===== src/rtl/seg_scan_decoder_if.sv =====
// Multiplexed seven-segment bus plus decoded-result signals for seg_scan_decoder.
// The display side drives the pins (master); the decoder samples them (slave).
interface seg_scan_decoder_if #(
  parameter int NUM_DIGITS = 4
);
  logic [6:0]              seg_n;
  logic                    dp_n;
  logic [NUM_DIGITS-1:0]   an_n;
  logic [4*NUM_DIGITS-1:0] digits_out;
  logic [NUM_DIGITS-1:0]   digit_valid;
  logic [NUM_DIGITS-1:0]   dp_out;
  logic                    err_pulse;
  logic                    frame_done;

  modport master (
    output seg_n, dp_n, an_n,
    input  digits_out, digit_valid, dp_out, err_pulse, frame_done
  );

  modport slave (
    input  seg_n, dp_n, an_n,
    output digits_out, digit_valid, dp_out, err_pulse, frame_done
  );
endinterface


===== src/rtl/seg_scan_decoder.sv =====
// Samples an active-low multiplexed seven-segment bus and recovers the hex value per digit.
// Optional macro SEG_SCAN_DP_CAPTURE_EN adds decimal-point capture and compare.
//
// state  | meaning
// IDLE   | no digit addressed, waiting for a one-hot anode sample
// SETTLE | counting consecutive identical samples against the reference
// HOLD   | digit captured, waiting for the bus to change
module seg_scan_decoder #(
  parameter int NUM_DIGITS    = 4,
  parameter int STABLE_CYCLES = 16,
  parameter int CNT_W         = 5
) (
  input  logic clk,
  input  logic rst,
  seg_scan_decoder_if.slave bus
);

`ifdef SEG_SCAN_DP_CAPTURE_EN
  localparam int DPW = 1;
`else
  localparam int DPW = 0;
`endif
  localparam int SW = NUM_DIGITS + 7 + DPW;

  typedef enum logic [1:0] {IDLE, SETTLE, HOLD} state_t;

  state_t state_q, state_d;
  logic [CNT_W-1:0] cnt_q, cnt_d;
  logic [SW-1:0]    sync1, sync2, ref_q, ref_d, raw;
  logic             cap_q, cap_d;

  logic [4*NUM_DIGITS-1:0] digits_q;
  logic [NUM_DIGITS-1:0]   valid_q, dp_q, mask_q, mask_or;
  logic                    err_q, frame_q;

  logic [NUM_DIGITS-1:0] samp_an, ref_an;
  logic [6:0]            ref_seg;
  logic                  addressed;
  logic [4:0]            dec;
  logic                  legal, blank;

`ifdef SEG_SCAN_DP_CAPTURE_EN
  assign raw = {bus.an_n, bus.seg_n, bus.dp_n};
`else
  assign raw = {bus.an_n, bus.seg_n};
`endif

  assign samp_an   = sync2[SW-1 -: NUM_DIGITS];
  assign ref_an    = ref_q[SW-1 -: NUM_DIGITS];
  assign ref_seg   = ref_q[DPW +: 7];
  assign addressed = ($countones(~samp_an) == 1);

  // seg is gfedcba, active-low; returns {legal, nibble}
  function automatic logic [4:0] seg_decode(input logic [6:0] s);
    case (s)
      7'b1000000: seg_decode = 5'h10;
      7'b1111001: seg_decode = 5'h11;
      7'b0100100: seg_decode = 5'h12;
      7'b0110000: seg_decode = 5'h13;
      7'b0011001: seg_decode = 5'h14;
      7'b0010010: seg_decode = 5'h15;
      7'b0000010: seg_decode = 5'h16;
      7'b1111000: seg_decode = 5'h17;
      7'b0000000: seg_decode = 5'h18;
      7'b0010000: seg_decode = 5'h19;
      7'b0001000: seg_decode = 5'h1A;
      7'b0000011: seg_decode = 5'h1B;
      7'b1000110: seg_decode = 5'h1C;
      7'b0100001: seg_decode = 5'h1D;
      7'b0000110: seg_decode = 5'h1E;
      7'b0001110: seg_decode = 5'h1F;
      default:    seg_decode = 5'h00;
    endcase
  endfunction

  assign dec     = seg_decode(ref_seg);
  assign legal   = dec[4];
  assign blank   = &ref_seg;
  assign mask_or = mask_q | ~ref_an;

  always_ff @(posedge clk) begin
    if (rst) begin
      sync1 <= '1;
      sync2 <= '1;
    end else begin
      sync1 <= raw;
      sync2 <= sync1;
    end
  end

  always_ff @(posedge clk) begin
    if (rst) begin
      state_q <= IDLE;
      cnt_q   <= '0;
      ref_q   <= '1;
      cap_q   <= 1'b0;
    end else begin
      state_q <= state_d;
      cnt_q   <= cnt_d;
      ref_q   <= ref_d;
      cap_q   <= cap_d;
    end
  end

  always_comb begin
    state_d = state_q;
    cnt_d   = cnt_q;
    ref_d   = ref_q;
    cap_d   = 1'b0;
    case (state_q)
      IDLE: begin
        if (addressed) begin
          cnt_d   = CNT_W'(1);
          ref_d   = sync2;
          state_d = SETTLE;
        end
      end
      SETTLE: begin
        if (sync2 == ref_q) begin
          cnt_d = cnt_q + CNT_W'(1);
          if (cnt_q == CNT_W'(STABLE_CYCLES - 1)) begin
            cap_d   = 1'b1;
            state_d = HOLD;
          end
        end else if (!addressed) begin
          cnt_d   = '0;
          state_d = IDLE;
        end else begin
          cnt_d = CNT_W'(1);
          ref_d = sync2;
        end
      end
      HOLD: begin
        if (sync2 != ref_q) begin
          if (addressed) begin
            cnt_d   = CNT_W'(1);
            ref_d   = sync2;
            state_d = SETTLE;
          end else begin
            cnt_d   = '0;
            state_d = IDLE;
          end
        end
      end
      default: begin
        cnt_d   = '0;
        state_d = IDLE;
      end
    endcase
  end

  // ref_q is still the captured sample on the cycle after entering HOLD
  always_ff @(posedge clk) begin
    if (rst) begin
      digits_q <= '0;
      valid_q  <= '0;
      dp_q     <= '0;
      mask_q   <= '0;
      err_q    <= 1'b0;
      frame_q  <= 1'b0;
    end else begin
      err_q   <= 1'b0;
      frame_q <= 1'b0;
      if (cap_q) begin
        for (int i = 0; i < NUM_DIGITS; i++) begin
          if (!ref_an[i]) begin
            valid_q[i] <= legal;
            if (legal) digits_q[4*i +: 4] <= dec[3:0];
`ifdef SEG_SCAN_DP_CAPTURE_EN
            dp_q[i] <= ~ref_q[0];
`endif
          end
        end
        err_q <= !legal && !blank;
        if (&mask_or) begin
          mask_q  <= '0;
          frame_q <= 1'b1;
        end else begin
          mask_q <= mask_or;
        end
      end
    end
  end

  assign bus.digits_out  = digits_q;
  assign bus.digit_valid = valid_q;
  assign bus.err_pulse   = err_q;
  assign bus.frame_done  = frame_q;
`ifdef SEG_SCAN_DP_CAPTURE_EN
  assign bus.dp_out = dp_q;
`else
  assign bus.dp_out = '0;
`endif

endmodule


===== src/flat_wrapper.sv =====
// flat-port wrapper written by rule: the top's interface ports become plain ports
module seg_scan_decoder_flat 
#(
  parameter int NUM_DIGITS    = 4,
  parameter int STABLE_CYCLES = 16,
  parameter int CNT_W         = 5
)
  (clk, rst, bus_seg_n, bus_dp_n, bus_an_n, bus_digits_out, bus_digit_valid, bus_dp_out, bus_err_pulse, bus_frame_done);
  seg_scan_decoder_if #(.NUM_DIGITS(NUM_DIGITS)) bus_i ();
  input  logic clk;
  input  logic rst;
  input wire logic [$bits(bus_i.seg_n)-1:0] bus_seg_n;
  input wire logic [$bits(bus_i.dp_n)-1:0] bus_dp_n;
  input wire logic [$bits(bus_i.an_n)-1:0] bus_an_n;
  output wire logic [$bits(bus_i.digits_out)-1:0] bus_digits_out;
  output wire logic [$bits(bus_i.digit_valid)-1:0] bus_digit_valid;
  output wire logic [$bits(bus_i.dp_out)-1:0] bus_dp_out;
  output wire logic [$bits(bus_i.err_pulse)-1:0] bus_err_pulse;
  output wire logic [$bits(bus_i.frame_done)-1:0] bus_frame_done;
  assign bus_i.seg_n = bus_seg_n;
  assign bus_i.dp_n = bus_dp_n;
  assign bus_i.an_n = bus_an_n;
  assign bus_digits_out = bus_i.digits_out;
  assign bus_digit_valid = bus_i.digit_valid;
  assign bus_dp_out = bus_i.dp_out;
  assign bus_err_pulse = bus_i.err_pulse;
  assign bus_frame_done = bus_i.frame_done;
  seg_scan_decoder #(.NUM_DIGITS(NUM_DIGITS), .STABLE_CYCLES(STABLE_CYCLES), .CNT_W(CNT_W)) u_core (.clk(clk), .rst(rst), .bus(bus_i));
endmodule

===== config.mk =====
export PLATFORM = sky130hd
export DESIGN_NAME = seg_scan_decoder_flat
export DESIGN_NICKNAME = d
export VERILOG_FILES = /design/src/rtl/seg_scan_decoder_if.sv /design/src/rtl/seg_scan_decoder.sv /design/src/flat_wrapper.sv
export SDC_FILE = /design/constraint.sdc
export NUM_CORES = 1
export LEC_CHECK = 0
export BUFFER_PORTS_ARGS = -buffer_cell sky130_fd_sc_hd__buf_2
export CORE_MARGIN = 4
export CORE_UTILIZATION = 30
export DETAILED_ROUTE_END_ITERATION = 12
export PLACE_DENSITY = 0.58
export RECOVER_POWER = 50
export SLEW_MARGIN = 30
export SYNTH_ARGS = -nofsm -noshare
export SYNTH_HDL_FRONTEND = slang
export SYNTH_SLANG_ARGS = --single-unit

===== constraint.sdc =====
create_clock -name clk -period 3.7 [get_ports clk]
set_input_delay 0.74 -clock clk [delete_from_list [all_inputs] [get_ports clk]]
set_output_delay 0.74 -clock clk [all_outputs]
set_load 0.02 [all_outputs]

Yosys cells after proc, flatten, opt, wreduce, memory -nomap -nowiden
Cells that the tools add are included.
- register bits after elaboration: 67
- bits in latches: 0
- bits in writable memories: 0
- memory bits (read-only): 0
- memories: 0
- add/sub/neg operators: 4
- $mul: 0
- div/mod/pow operators: 0
- $lt $le $gt $ge: 0
- eq/ne operators: 26
- shift-type cells: 0
- multiplexer cells: 20
- bitwise gates (word level): 10
- reductions and logical operators: 21
- operator list (operator ; count):
    5-bit case mux with 16 select lines ; 1
    11-bit two-way mux ; 3
    11-bit case mux with 3 select lines ; 1
    32-bit adder ; 1
    32-bit by 2-bit equality test with 1-bit output (second input constant) ; 1
    7-bit equality test (second input constant) ; 4
    7-bit by 5-bit equality test with 1-bit output (second input constant) ; 3
    7-bit by 6-bit equality test with 1-bit output (second input constant) ; 3
    5-bit two-way mux ; 3
    5-bit case mux with 3 select lines ; 1
    3-bit AND reduction ; 5
    7-bit by 2-bit equality test with 1-bit output (second input constant) ; 2
    7-bit by 4-bit equality test with 1-bit output (second input constant) ; 2
    11-bit equality test ; 1
    11-bit != test ; 1
    2-bit two-way mux ; 5
    2-bit AND reduction ; 5
    4-bit inverter ; 2
    4-bit AND reduction ; 2
    7-bit by 3-bit equality test with 1-bit output (second input constant) ; 1
    7-bit logical NOT ; 1
    1-bit inverter ; 7
    7-bit AND reduction ; 1
    3-bit != test (second input constant) ; 2
    other kinds (17) ; 23

Longest topological paths before layout
Gate-level depths: netlist (run 1).
- depth after elaboration: 7
- depth in mapped cells: 9
- depth with buffers taken out: 9

Least setup slack after synthesis (run 1)
OpenSTA, ideal clock, no wires.
- kind: reg2reg
- start point: register u_core.sync2[7]
- end point: register u_core.cnt_q[3]
- arrival time: 2.416 ns
- data required time: 3.630 ns
- slack: 1.214 ns
- stages on the path, launching flop included: 9
- cell sequence: dfxtp_1 -> inv_1 -> ha_1 -> ha_1 -> fa_1 -> nor3b_1 -> nor3_1 -> or4_1 -> a21oi_1
- longest elaborated chain between the ends: 6
- ends and longest elaborated chain (element ; line ; RTL):
    from (decl) ; seg_scan_decoder.sv:29 ; logic [SW-1:0] sync1, sync2, ref_q, ref_d, raw;
    from (signal assigned) ; seg_scan_decoder.sv:87 ; sync2 <= sync1;
    4-bit inverter ; seg_scan_decoder.sv:51 ; assign addressed = ($countones(~samp_an) == 1);
    1-bit by 1-bit adder with 2-bit output (implied by the code) ; seg_scan_decoder.sv:51 ;
    32-bit adder (implied by the code) ; seg_scan_decoder.sv:51 ;
    32-bit by 2-bit equality test with 1-bit output ; seg_scan_decoder.sv:51 ;
    2-bit by 1-bit != test with 1-bit output (no line) ; - ;
    2-bit AND reduction (no line) ; - ;
    to (signal assigned) ; seg_scan_decoder.sv:99 ; cnt_q <= cnt_d;
    to (decl) ; seg_scan_decoder.sv:28 ; logic [CNT_W-1:0] cnt_q, cnt_d;
Parallel ways exist; a longest one is shown, timed or not.
A chain may end at the register's enable or synchronous reset.

==> metrics.md, run 1 <==
| Metric | Value |
|---|---|
| Wire length of the first global-routing pass | `~11000 um` |
| Power density over the cells | `roughly 400 nW/um2` |
| Worst Path Buf+Inv | `2` |
| Maximum number of pins on one net before global-route repair | `between 60 and 70` |
| Sort of element at the end of the critical path | `flop` |
| Required time reported for the critical path endpoint | `3.93 ns` |
| Count of vias placed by the detailed router | `~2400` |
| Placeable Area | `approximately 10000 um2` |
| Fraction of layout instances using a drive strength above 1 | `around a fifth` |
| Number of detailed-route iterations in the first pass | `4` |
| Number of placed I/O pins | `40` |
| Category of the worst setup path launch point | `primary input` |
| Worst hold path type | `flop to flop` |
| Worst-case clock skew | `around 0.0085 ns` |
| Number of max-cap violations | `1` |
| Number of instances resized during post-cts repair | `0` |
| Post-DP HPWL | `between 4000 and 5000 um` |
| Quantity of hold-fixing buffers added after cts | `0` |
| Maximum clock frequency | `330.4 MHz` |
| Final period util | `around 82%` |
| Setup-violating endpoint count in the final report | `0` |
| Headroom to the max-slew limit | `-56.54%` |
| Average wire per cell in the routed design | `roughly 13 um` |
| Flip-flop and latch count after synthesis | `67` |
| # fillers | `~1100` |
| Crit-path max cell delay | `around 1.7 ns` |
| Starting DRT DRC Count | `113` |
| DRC violation count after routing | `0` |
| Antenna violations before repair | `0` |
| Min Tclk post-route | `slightly above 3 ns` |
| CTS H-tree depth | `3` |
| Net total in the final layout | `around 380` |
| Startpoint-to-endpoint class of the critical path | `primary input to flop` |
| Buffers on Ports | `34` |
| Highest net fanout along the worst path | `60` |
| Number of instances in the synthesized netlist | `~340` |
| Slew at the pin closest to its max-slew limit | `2.348 ns` |
| Worst-case hold slack | `about 0.41 ns` |
| CTS tree | `yes` |
| Starting utilization of the core area | `between 30% and 40%` |
| Setup TNS | `0 ns` |
| Proportion of register bits with asynchronous set or reset after synthesis | `0%` |
| Failing checks | `capacitance limit, slew limit` |
| Buffer type at the clock tree root | `sky130_fd_sc_hd__clkbuf_8` |
| Clock latency reported for the late side of the worst-skew pair | `roughly 0.33 ns` |
| Total Wirelength | `6329 um` |
| Overall Global Routing Usage | `a little over a tenth` |
| Crit-path leading delay family | `buffers and inverters` |
| Series of cell instances along the critical path | `buf_2 -> clkbuf_1 -> nor2_1 -> o21a_1 -> a31o_2` |
| Number of distinct library cells after synthesis | `59` |
| Average vias per placed instance | `approximately 4.8` |
| Total Power Consumption | `roughly 1.4 mW` |
| Final Max Tran Viols | `61` |
| Number of global-route vias before repair | `2323` |
| Run status | `finished, violations left` |
| Die footprint | `12400 um2` |
| Total congestion overflow after global routing | `0` |
| Routability-driven placement congestion ratio | `between 0.7 and 0.8` |
| RSZ-0062 raised after global routing | `no` |
| Clock tree buffer depth | `2` |
| Primary FF master, synth | `sky130_fd_sc_hd__dfxtp_1` |
| Cell row count | `37` |
| Layout Area Growth over Synthesis | `11.67%` |
| EDFF count, synth | `0` |
| TritonCTS Buffers | `9` |
| Leakage power figure | `between 1 and 1.5 nW` |
| Post-Syn Area | `around 3200 um2` |
| Average instance area after synthesis | `around 9.5 um2` |
| Critical Path Slowest Stage Cell | `sky130_fd_sc_hd__clkbuf_1` |
| Data arrival time of the critical path | `between 3 and 4 ns` |
| Largest vdd supply drop | `around 0.00016 V` |
| Width of the die | `~110 um` |
| Clock transition at the registers of the reported paths | `0.07 ns` |
| Number of synthesis warnings | `0` |
| Number of setup buffers added after CTS | `0` |
| Sequential area share after synthesis | `41.84%` |
| Die height | `between 100 and 150 um` |
| Number of diodes added for antenna fixing | `0` |
| Hold Vio Cnt, Final | `0` |
| Count of antenna-violating nets left after detailed routing | `0` |
| Number of clock sinks | `67` |
## power by group
part,switching (mW),internal (mW)
registers,0.0266,0.742
clock network,0.258,0.255
logic,0.0839,0.0660
## synth_stat cells (all sizes together) (2+ instances only)
master | n | area [um2]
xor2 | 13 | 113.9
nand2 | 21 | 78.83
buf | 13 | 82.58
a31oi | 2 | 12.51
or2 | 24 | 150.1
nor3 | 5 | 36.29
nand2b | 4 | 25.02
nor4 | 3 | 48.80
inv | 12 | 45.04
o2111ai | 4 | 52.56
or3 | 3 | 18.77
nor2b | 4 | 25.02
nor2 | 39 | 146.4
nand3 | 4 | 25.02
mux2i | 19 | 190.2
nor3b | 5 | 37.54
o31ai | 6 | 100.1
and2 | 2 | 12.51
o21a | 8 | 60.06
a31o | 2 | 17.52
and3 | 4 | 25.02
a2111oi | 3 | 38.79
clkbuf | 12 | 45.04
dfxtp | 67 | 1341
ha | 5 | 62.56
a32o | 6 | 60.06
a21oi | 11 | 55.05
nor4bb | 4 | 40.04
o211ai | 2 | 15.01
o21ai | 7 | 35.03
nand4 | 4 | 25.02
## stage by stage
step / std cells / setup WS (ns) / cell area (um2) / utilization, %
6_report: 502 / 0.6737 / 3580 / 34.52
5_1_grt: 502 / 0.3483 / 3580 / 34.52
4_1_cts: 502 / 0.8693 / 3605 / 34.76
3_5_place_dp: 487 / 0.9106 / 3445 / 33.22
3_3_place_gp: 487 / 0.9726 / 3445 / 33.22
2_1_floorplan: 340 / 1.214 / 3217 / -
## path summary, 6_finish.rpt
kind	from	end	slack, ns	cells past startpoint
setup / recovery	rst	u_core.bus.digits_out[1]	0.67	5
hold / removal	u_core.sync1[4]	u_core.sync2[4]	0.41	1
setup reg to reg	u_core.sync2[7]	u_core.cnt_q[3]	0.87	8
hold reg to reg	u_core.sync1[4]	u_core.sync2[4]	0.41	1
## cell type report
type	count	area, um2	area share (%)
Sequential cell	67	1341	37.47
Timing Repair Buffer	36	160.2	4.474
Clock buffer	12	145.1	4.055
Inverter	12	45.04	1.258
Multi-Input combinational cell	236	1703	47.57
Clock inverter	3	15.01	0.4194
Tap cell	136	170.2	4.754
## cell families (layout without fill, tap and decap cells)
logic type / Yosys count / count (layout) / share of synthesized area [%]
buffers and inverters: 37 / 63 / 5.386
adder cells (fa/ha/maj): 6 / 6 / 2.576
AND/OR/NAND/NOR: 132 / 132 / 23.26
flip-flops: 67 / 67 / 41.84
other: 1 / 4 / 0.1170
XOR/XNOR: 13 / 13 / 3.552
AO/OA/AOI/OAI: 62 / 62 / 17.33
multiplexers: 19 / 19 / 5.933
## per-layer routing
metal | share of wire [%] | vias to the layer above | track usage (%)
met5 | 0 | - | 0
met4 | 1.4 | 0 | 4.461
met3 | 4.9 | 10 | 3.587
met2 | 44 | 57 | 15.76
met1 | 50 | 1111 | 14.00
li1 | - | 1226 | -
## cells in the final DEF (no fill, tap or decap), drive strengths merged, types with 2 or more instances in the layout
cell type and instances:
o21a 8, nor4 3, nor2b 4, and3 4, dfxtp 67, nor4bb 4, and2 2, inv 12
nand2 21, xor2 13, nand4 4, or2 24, o211ai 2, nor3b 5, a21oi 11, clkbuf 30
clkinv 3, conb 4, or3 3, a31o 2, nand3 4, mux2i 19, a2111oi 3, o21ai 7
a32o 6, nor3 5, nand2b 4, nor2 39, ha 5, buf 18, o31ai 6, o2111ai 4
a31oi 2
## registers in the layout, summed over array words and instances, names as in the netlist
| signal | flops |
|---|---|
| u_core.bus.err_pulse | 1 |
| u_core.sync1 | 11 |
| u_core.ref_q | 11 |
| u_core.cnt_q | 5 |
| u_core.cap_q | 1 |
| u_core.state_q | 2 |
| u_core.bus.digits_out | 16 |
| u_core.bus.frame_done | 1 |
| u_core.mask_q | 4 |
| u_core.bus.digit_valid | 4 |
| u_core.sync2 | 11 |
No activity file was read; power rests on OpenSTA's default activity.
==> inputs of run 2 (changes only) <==
--- a/config.mk
+++ b/config.mk
@@ -9,7 +9,7 @@
 export CORE_MARGIN = 4
 export CORE_UTILIZATION = 30
 export DETAILED_ROUTE_END_ITERATION = 12
-export PLACE_DENSITY = 0.58
+export PLACE_DENSITY = 0.59
 export RECOVER_POWER = 50
 export SLEW_MARGIN = 30
 export SYNTH_ARGS = -nofsm -noshare
==> constraint.sdc (replaced) <==
create_clock -name clk -period 2.5 [get_ports clk]
set_input_delay 0.5 -clock clk [delete_from_list [all_inputs] [get_ports clk]]
set_output_delay 0.5 -clock clk [all_outputs]
set_load 0.02 [all_outputs]
==> metrics.md, run 2 (same netlist as run 1, synthesis figures left out) <==
| Metric | Value |
|---|---|
| Run status | `completed` |
| Count of antenna-violating nets left after detailed routing | `0` |
| Largest vdd supply drop | `0.0002251 V` |
| Layout Area Growth over Synthesis | `15.30%` |
| Fraction of layout instances using a drive strength above 1 | `23.59%` |
| Worst-case hold slack | `about 0.33 ns` |
| Worst hold stages | `2` |
| Headroom to the max-slew limit | `29.07%` |
| TritonCTS Buffers | `9` |
| Count of vias placed by the detailed router | `2420` |
| Setup TNS | `0 ns` |
| Final Worst Setup Slack | `~0.11 ns` |
| Worst-case clock skew | `0.006811 ns` |
| Placeable Area | `between 10000 and 15000 um2` |
| Share of the core filled with cells | `between 30% and 40%` |
| Total cell area at the placement stage | `3490 um2` |
| Number of max-cap violations | `0` |
| Buffer type at the clock tree root | `sky130_fd_sc_hd__clkbuf_8` |
| Endpoint of the lowest-slack register-to-register path | `u_core.cnt_q[3]` |
| Wire length of the first global-routing pass | `between 10000 and 15000 um` |
| Setup-violating endpoint count in the final report | `0` |
| Hold Path End | `u_core.sync1[4]` |
| Buffers on Ports | `34` |
| Cell row count | `37` |
| Worst hold path startpoint | `bus_seg_n[4]` |
| CTS tree | `yes` |
| Required time reported for the critical path endpoint | `between 2 and 3 ns` |
| Power density over the cells | `~620 nW/um2` |
| # fillers | `around 1100` |
| Worst hold path type | `primary input to flop` |
| Starting DRT DRC Count | `between 100 and 150` |
| Overall Global Routing Usage | `10.89%` |
| Total Wirelength | `roughly 6500 um` |
| Min Tclk post-route | `roughly 2.4 ns` |
| Routability-driven placement congestion ratio | `0.7611` |
| Category of the worst setup path launch point | `flop` |
| Highest net fanout along the worst path | `6` |
| DRC violation count after routing | `0` |
| Maximum number of pins on one net before global-route repair | `between 60 and 70` |
| Antenna violations before repair | `0` |
| Clock latency reported for the late side of the worst-skew pair | `between 0.3 and 0.4 ns` |
| Final period util | `approximately 96%` |
| Cell count of the worst reg-to-reg path | `9` |
| Die footprint | `12400 um2` |
| Quantity of hold-fixing buffers added after cts | `0` |
| Most common cell after layout, fill and taps aside | `sky130_fd_sc_hd__dfxtp_1` |
| Worst setup slack after placement | `-0.02914 ns` |
| Data arrival time of the critical path | `approximately 2.7 ns` |
| Leakage power figure | `around 1.5 nW` |
| Net total in the final layout | `388` |
| Number of placed I/O pins | `40` |
| Average vias per placed instance | `about 4.8` |
| RSZ-0062 raised after global routing | `no` |
| Total congestion overflow after global routing | `0` |
| Clock transition at the registers of the reported paths | `0.08 ns` |
| Die height | `about 110 um` |
| Critical R2R Launch | `u_core.sync2[8]` |
| Number of global-route vias before repair | `2288` |
| CTS H-tree depth | `3` |
| Leading cell types in the layout, fill and taps excluded | `sky130_fd_sc_hd__dfxtp_1, sky130_fd_sc_hd__nor2_1, sky130_fd_sc_hd__or2_2` |
| Post-DP HPWL | `around 4500 um` |
| Number of flip-flops in the largest register | `16` |
| Number of diodes added for antenna fixing | `0` |
| Setup slack on the worst flop-to-flop path | `0.11 ns` |
| Final Max Tran Viols | `0` |
| Slew at the pin closest to its max-slew limit | `between 1 and 1.5 ns` |
| Startpoint-to-endpoint class of the critical path | `flop to flop` |
| Clock tree buffer depth | `2` |
| Number of detailed-route iterations in the first pass | `4` |
| Width of the die | `111.4 um` |
| Starting utilization of the core area | `just over 30%` |
| Number of clock sinks | `67` |
| Average wire per cell in the routed design | `12.68 um` |
| Sort of element at the end of the critical path | `flop` |
| Hold Vio Cnt, Final | `0` |
| Maximum clock frequency | `about 420 MHz` |
| Post-route cell area | `~3700 um2` |
[run 2: layout make-up]
| cell class | count | area, um2 | share of cell area [%] |
|---|---|---|---|
| repair buffers | 42 | 206.4 | 5.586 |
| well taps | 136 | 170.2 | 4.604 |
| clock buffers | 10 | 137.6 | 3.724 |
| flip-flops and latches | 67 | 1346 | 36.43 |
| multi-input cells | 236 | 1727 | 46.72 |
| clock inverters | 6 | 63.81 | 1.726 |
| inverters | 12 | 45.04 | 1.219 |
[run 2: layer usage]
metal	routed length (um)	GRT usage, %	share of wire (%)
met1	3208	15.01	50
met2	2801	15.68	43
met3	335	2.663	5.2
met4	110	5.758	1.7
met5	0	0	0
[run 2: power breakdown]
| group | total, mW | internal [mW] | leakage [nW] | switching [mW] |
|---|---|---|---|---|
| registers | 1.14 | 1.10 | 0.545 | 0.0367 |
| logic | 0.236 | 0.106 | 0.808 | 0.130 |
| clock network | 0.911 | 0.487 | 0.0987 | 0.424 |
| total | 2.28 | 1.69 | 1.45 | 0.590 |
[run 2: worst max-delay path: stages, from the launching register on]
cell and delay, ns:
sky130_fd_sc_hd__dfxtp_2 0.33, sky130_fd_sc_hd__inv_1 0.04, sky130_fd_sc_hd__ha_1 0.29, sky130_fd_sc_hd__ha_2 0.18, sky130_fd_sc_hd__fa_1 0.47, sky130_fd_sc_hd__nor3b_2 0.18, sky130_fd_sc_hd__buf_4 0.16, sky130_fd_sc_hd__nor3_1 0.05
sky130_fd_sc_hd__or4_1 0.50, sky130_fd_sc_hd__a21oi_2 0.13
[run 2: worst max path at each step]
stage	start	endpoint	slack [ns]
2_1_floorplan	u_core.sync2[7]	u_core.cnt_q[3]	0.01
3_3_place_gp	u_core.sync2[7]	u_core.cnt_q[3]	0.1
3_5_place_dp	u_core.sync2[9]	u_core.cnt_q[3]	-0.03
4_1_cts	u_core.sync2[9]	u_core.cnt_q[3]	0.001
5_1_grt	u_core.sync2[8]	u_core.cnt_q[3]	0.005
6_report	u_core.sync2[8]	u_core.cnt_q[3]	0.11
[run 2: what timing repair did]
action | in CTS | in global routing
cloned | 0 | 0
pin swaps | 0 | 7
buffers inserted | 0 | 0
gates resized for setup | 1 | 7
setup endpoints to repair | 1 | 4
[run 2: per-stage QoR]
step | power (mW) | cells
after floorplan | 1.342 | 340
after global placement | 1.386 | 493
after detailed placement | 1.392 | 493
after CTS | 2.308 | 509
after global routing | 2.382 | 509
final | 2.282 | 509
==> inputs of run 3 (changes only) <==
--- a/config.mk
+++ b/config.mk
@@ -9,7 +9,7 @@
 export CORE_MARGIN = 4
 export CORE_UTILIZATION = 30
 export DETAILED_ROUTE_END_ITERATION = 12
-export PLACE_DENSITY = 0.59
+export PLACE_DENSITY_LB_ADDON = 0.2
 export RECOVER_POWER = 50
 export SLEW_MARGIN = 30
 export SYNTH_ARGS = -nofsm -noshare
==> metrics.md, run 3 (same netlist as run 1, synthesis figures left out) <==
| Metric | Value |
|---|---|
| Total Wirelength | `roughly 6500 um` |
| Number of diodes added for antenna fixing | `0` |
| Final Max Tran Viols | `0` |
| Post-DP HPWL | `roughly 4700 um` |
| Maximum clock frequency | `approximately 420 MHz` |
| Min Tclk post-route | `~2.4 ns` |
| Die height | `between 100 and 150 um` |
| Worst hold path type | `primary input to flop` |
| Number of max-cap violations | `0` |
| Leading cell types in the layout, fill and taps excluded | `sky130_fd_sc_hd__dfxtp_1, sky130_fd_sc_hd__nor2_1, sky130_fd_sc_hd__or2_2` |
| Count of vias placed by the detailed router | `around 2400` |
| Highest net fanout along the worst path | `6` |
| Total congestion overflow after global routing | `0` |
| TritonCTS Buffers | `9` |
| Clock transition at the registers of the reported paths | `0.07 ns` |
| Fraction of layout instances using a drive strength above 1 | `approximately 22%` |
| Power density over the cells | `597.2 nW/um2` |
| Starting utilization of the core area | `between 30% and 40%` |
| Hold Vio Cnt, Final | `0` |
| Maximum number of pins on one net before global-route repair | `47` |
| # fillers | `roughly 1100` |
| Final period util | `between 90% and 100%` |
| Leakage power figure | `between 1 and 1.5 nW` |
| RSZ-0062 raised after global routing | `no` |
| Net total in the final layout | `390` |
| Worst-case clock skew | `between 0.01 and 0.015 ns` |
| Buffers on Ports | `34` |
| Routability-driven placement congestion ratio | `around 0.74` |
| Count of antenna-violating nets left after detailed routing | `0` |
| Largest vdd supply drop | `about 0.00042 V` |
| Layout Area Growth over Synthesis | `14.87%` |
| Sort of element at the end of the critical path | `flop` |
| Required time reported for the critical path endpoint | `between 2 and 3 ns` |
| Number of detailed-route iterations in the first pass | `4` |
| DRC violation count after routing | `0` |
| Buffer type at the clock tree root | `sky130_fd_sc_hd__clkbuf_8` |
| Number of clock sinks | `67` |
| Number of global-route vias before repair | `~2300` |
| Average vias per placed instance | `around 4.7` |
| Worst-case hold slack | `0.3385 ns` |
| Slew at the pin closest to its max-slew limit | `roughly 0.76 ns` |
| Most common cell after layout, fill and taps aside | `sky130_fd_sc_hd__dfxtp_1` |
| Headroom to the max-slew limit | `around half` |
| Setup TNS | `0 ns` |
| CTS H-tree depth | `3` |
| Setup-violating endpoint count in the final report | `0` |
| Startpoint-to-endpoint class of the critical path | `flop to flop` |
| Number of setup buffers added after CTS | `0` |
| Clock latency reported for the late side of the worst-skew pair | `approximately 0.34 ns` |
| Data arrival time of the critical path | `between 2 and 3 ns` |
| Cell row count | `37` |
| Run status | `completed` |
| Number of flip-flops in the largest register | `16` |
| Category of the worst setup path launch point | `flop` |
| Average wire per cell in the routed design | `roughly 13 um` |
| Number of placed I/O pins | `40` |
| Placeable Area | `between 10000 and 15000 um2` |
| CTS tree | `yes` |
| Clock tree buffer depth | `2` |
| Die footprint | `about 12000 um2` |
| Wire length of the first global-routing pass | `around 11000 um` |
| Overall Global Routing Usage | `10.77%` |
| Antenna violations before repair | `0` |
| Width of the die | `111.4 um` |
| Starting DRT DRC Count | `around 150` |
## run 3: changes by cell type in the layout (fill, tap and decap cells not counted), moves of 2 or more
| cell | previous run | this run |
|---|---|---|
| sky130_fd_sc_hd__ha_1 | 3 | 5 |
| sky130_fd_sc_hd__dfxtp_1 | 63 | 66 |
| sky130_fd_sc_hd__clkbuf_1 | 17 | 19 |
| sky130_fd_sc_hd__dfxtp_2 | 4 | 1 |
## run 3: final timing paths
| path | start | endpoint | slack, ns | cells past startpoint |
|---|---|---|---|---|
| worst max-delay path | u_core.sync2[8] | u_core.cnt_q[3] | 0.10 | 9 |
| worst min-delay path | bus_an_n[3] | u_core.sync1[10] | 0.34 | 2 |
| worst max register to register | u_core.sync2[8] | u_core.cnt_q[3] | 0.10 | 9 |
| worst min register to register | u_core.sync1[8] | u_core.sync2[8] | 0.40 | 1 |
## run 3: repair_timing
| action | 4_1_cts | 5_1_grt |
|---|---|---|
| endpoints found under the setup margin | 0 | 3 |
| resized for setup | 0 | 3 |
| hold buffers | 0 | 0 |
## run 3: cell type report
class                      count  area, um2  area share [%]
clock buffer                  12      155.1           4.213
clock inverter                 4      25.02          0.6796
inverter                      12      45.04           1.223
multi-input combinational    236       1712           46.48
sequential                    67       1343           36.46
tap                          136      170.2           4.621
timing repair buffer          44      232.7           6.320
## run 3: report_power, final
part	switching [mW]	total [mW]	leakage, nW	internal (mW)
sequential	0.0381	1.14	0.546	1.10
combinational	0.131	0.246	0.822	0.116
clock	0.405	0.816	0.0884	0.411
## run 3: layer usage
| layer | up-vias | track usage (%) | wire, um | share of wire, % |
|---|---|---|---|---|
| met5 | - | 0 | 0 | 0 |
| met4 | 0 | 3.163 | 60 | 0.93 |
| met2 | 46 | 16.61 | 2869 | 44 |
| met1 | 1120 | 14.46 | 3236 | 50 |
| li1 | 1245 | - | - | - |
| met3 | 7 | 3.478 | 301 | 4.7 |
## run 3: stage by stage
stage	cell area (um2)	std cells	setup slack, ns	util [%]	total power, mW
2_1_floorplan	3217	340	0.01431	-	1.342
3_3_place_gp	3517	495	0.08882	33.92	1.405
3_5_place_dp	3517	495	0.05618	33.92	1.408
4_1_cts	3697	511	0.04365	35.65	2.238
5_1_grt	3682	511	0.006762	35.51	2.317
6_report	3682	511	0.1024	35.51	2.199
## run 3: worst max-delay path, cell delays in order (launching register included)
cell                      delay (ns)
sky130_fd_sc_hd__dfxtp_1        0.33
sky130_fd_sc_hd__inv_1          0.05
sky130_fd_sc_hd__ha_1           0.27
sky130_fd_sc_hd__ha_1           0.21
sky130_fd_sc_hd__fa_1           0.44
sky130_fd_sc_hd__nor3b_2        0.18
sky130_fd_sc_hd__buf_4          0.16
sky130_fd_sc_hd__nor3_1         0.05
sky130_fd_sc_hd__or4_1          0.51
sky130_fd_sc_hd__a21oi_2        0.14
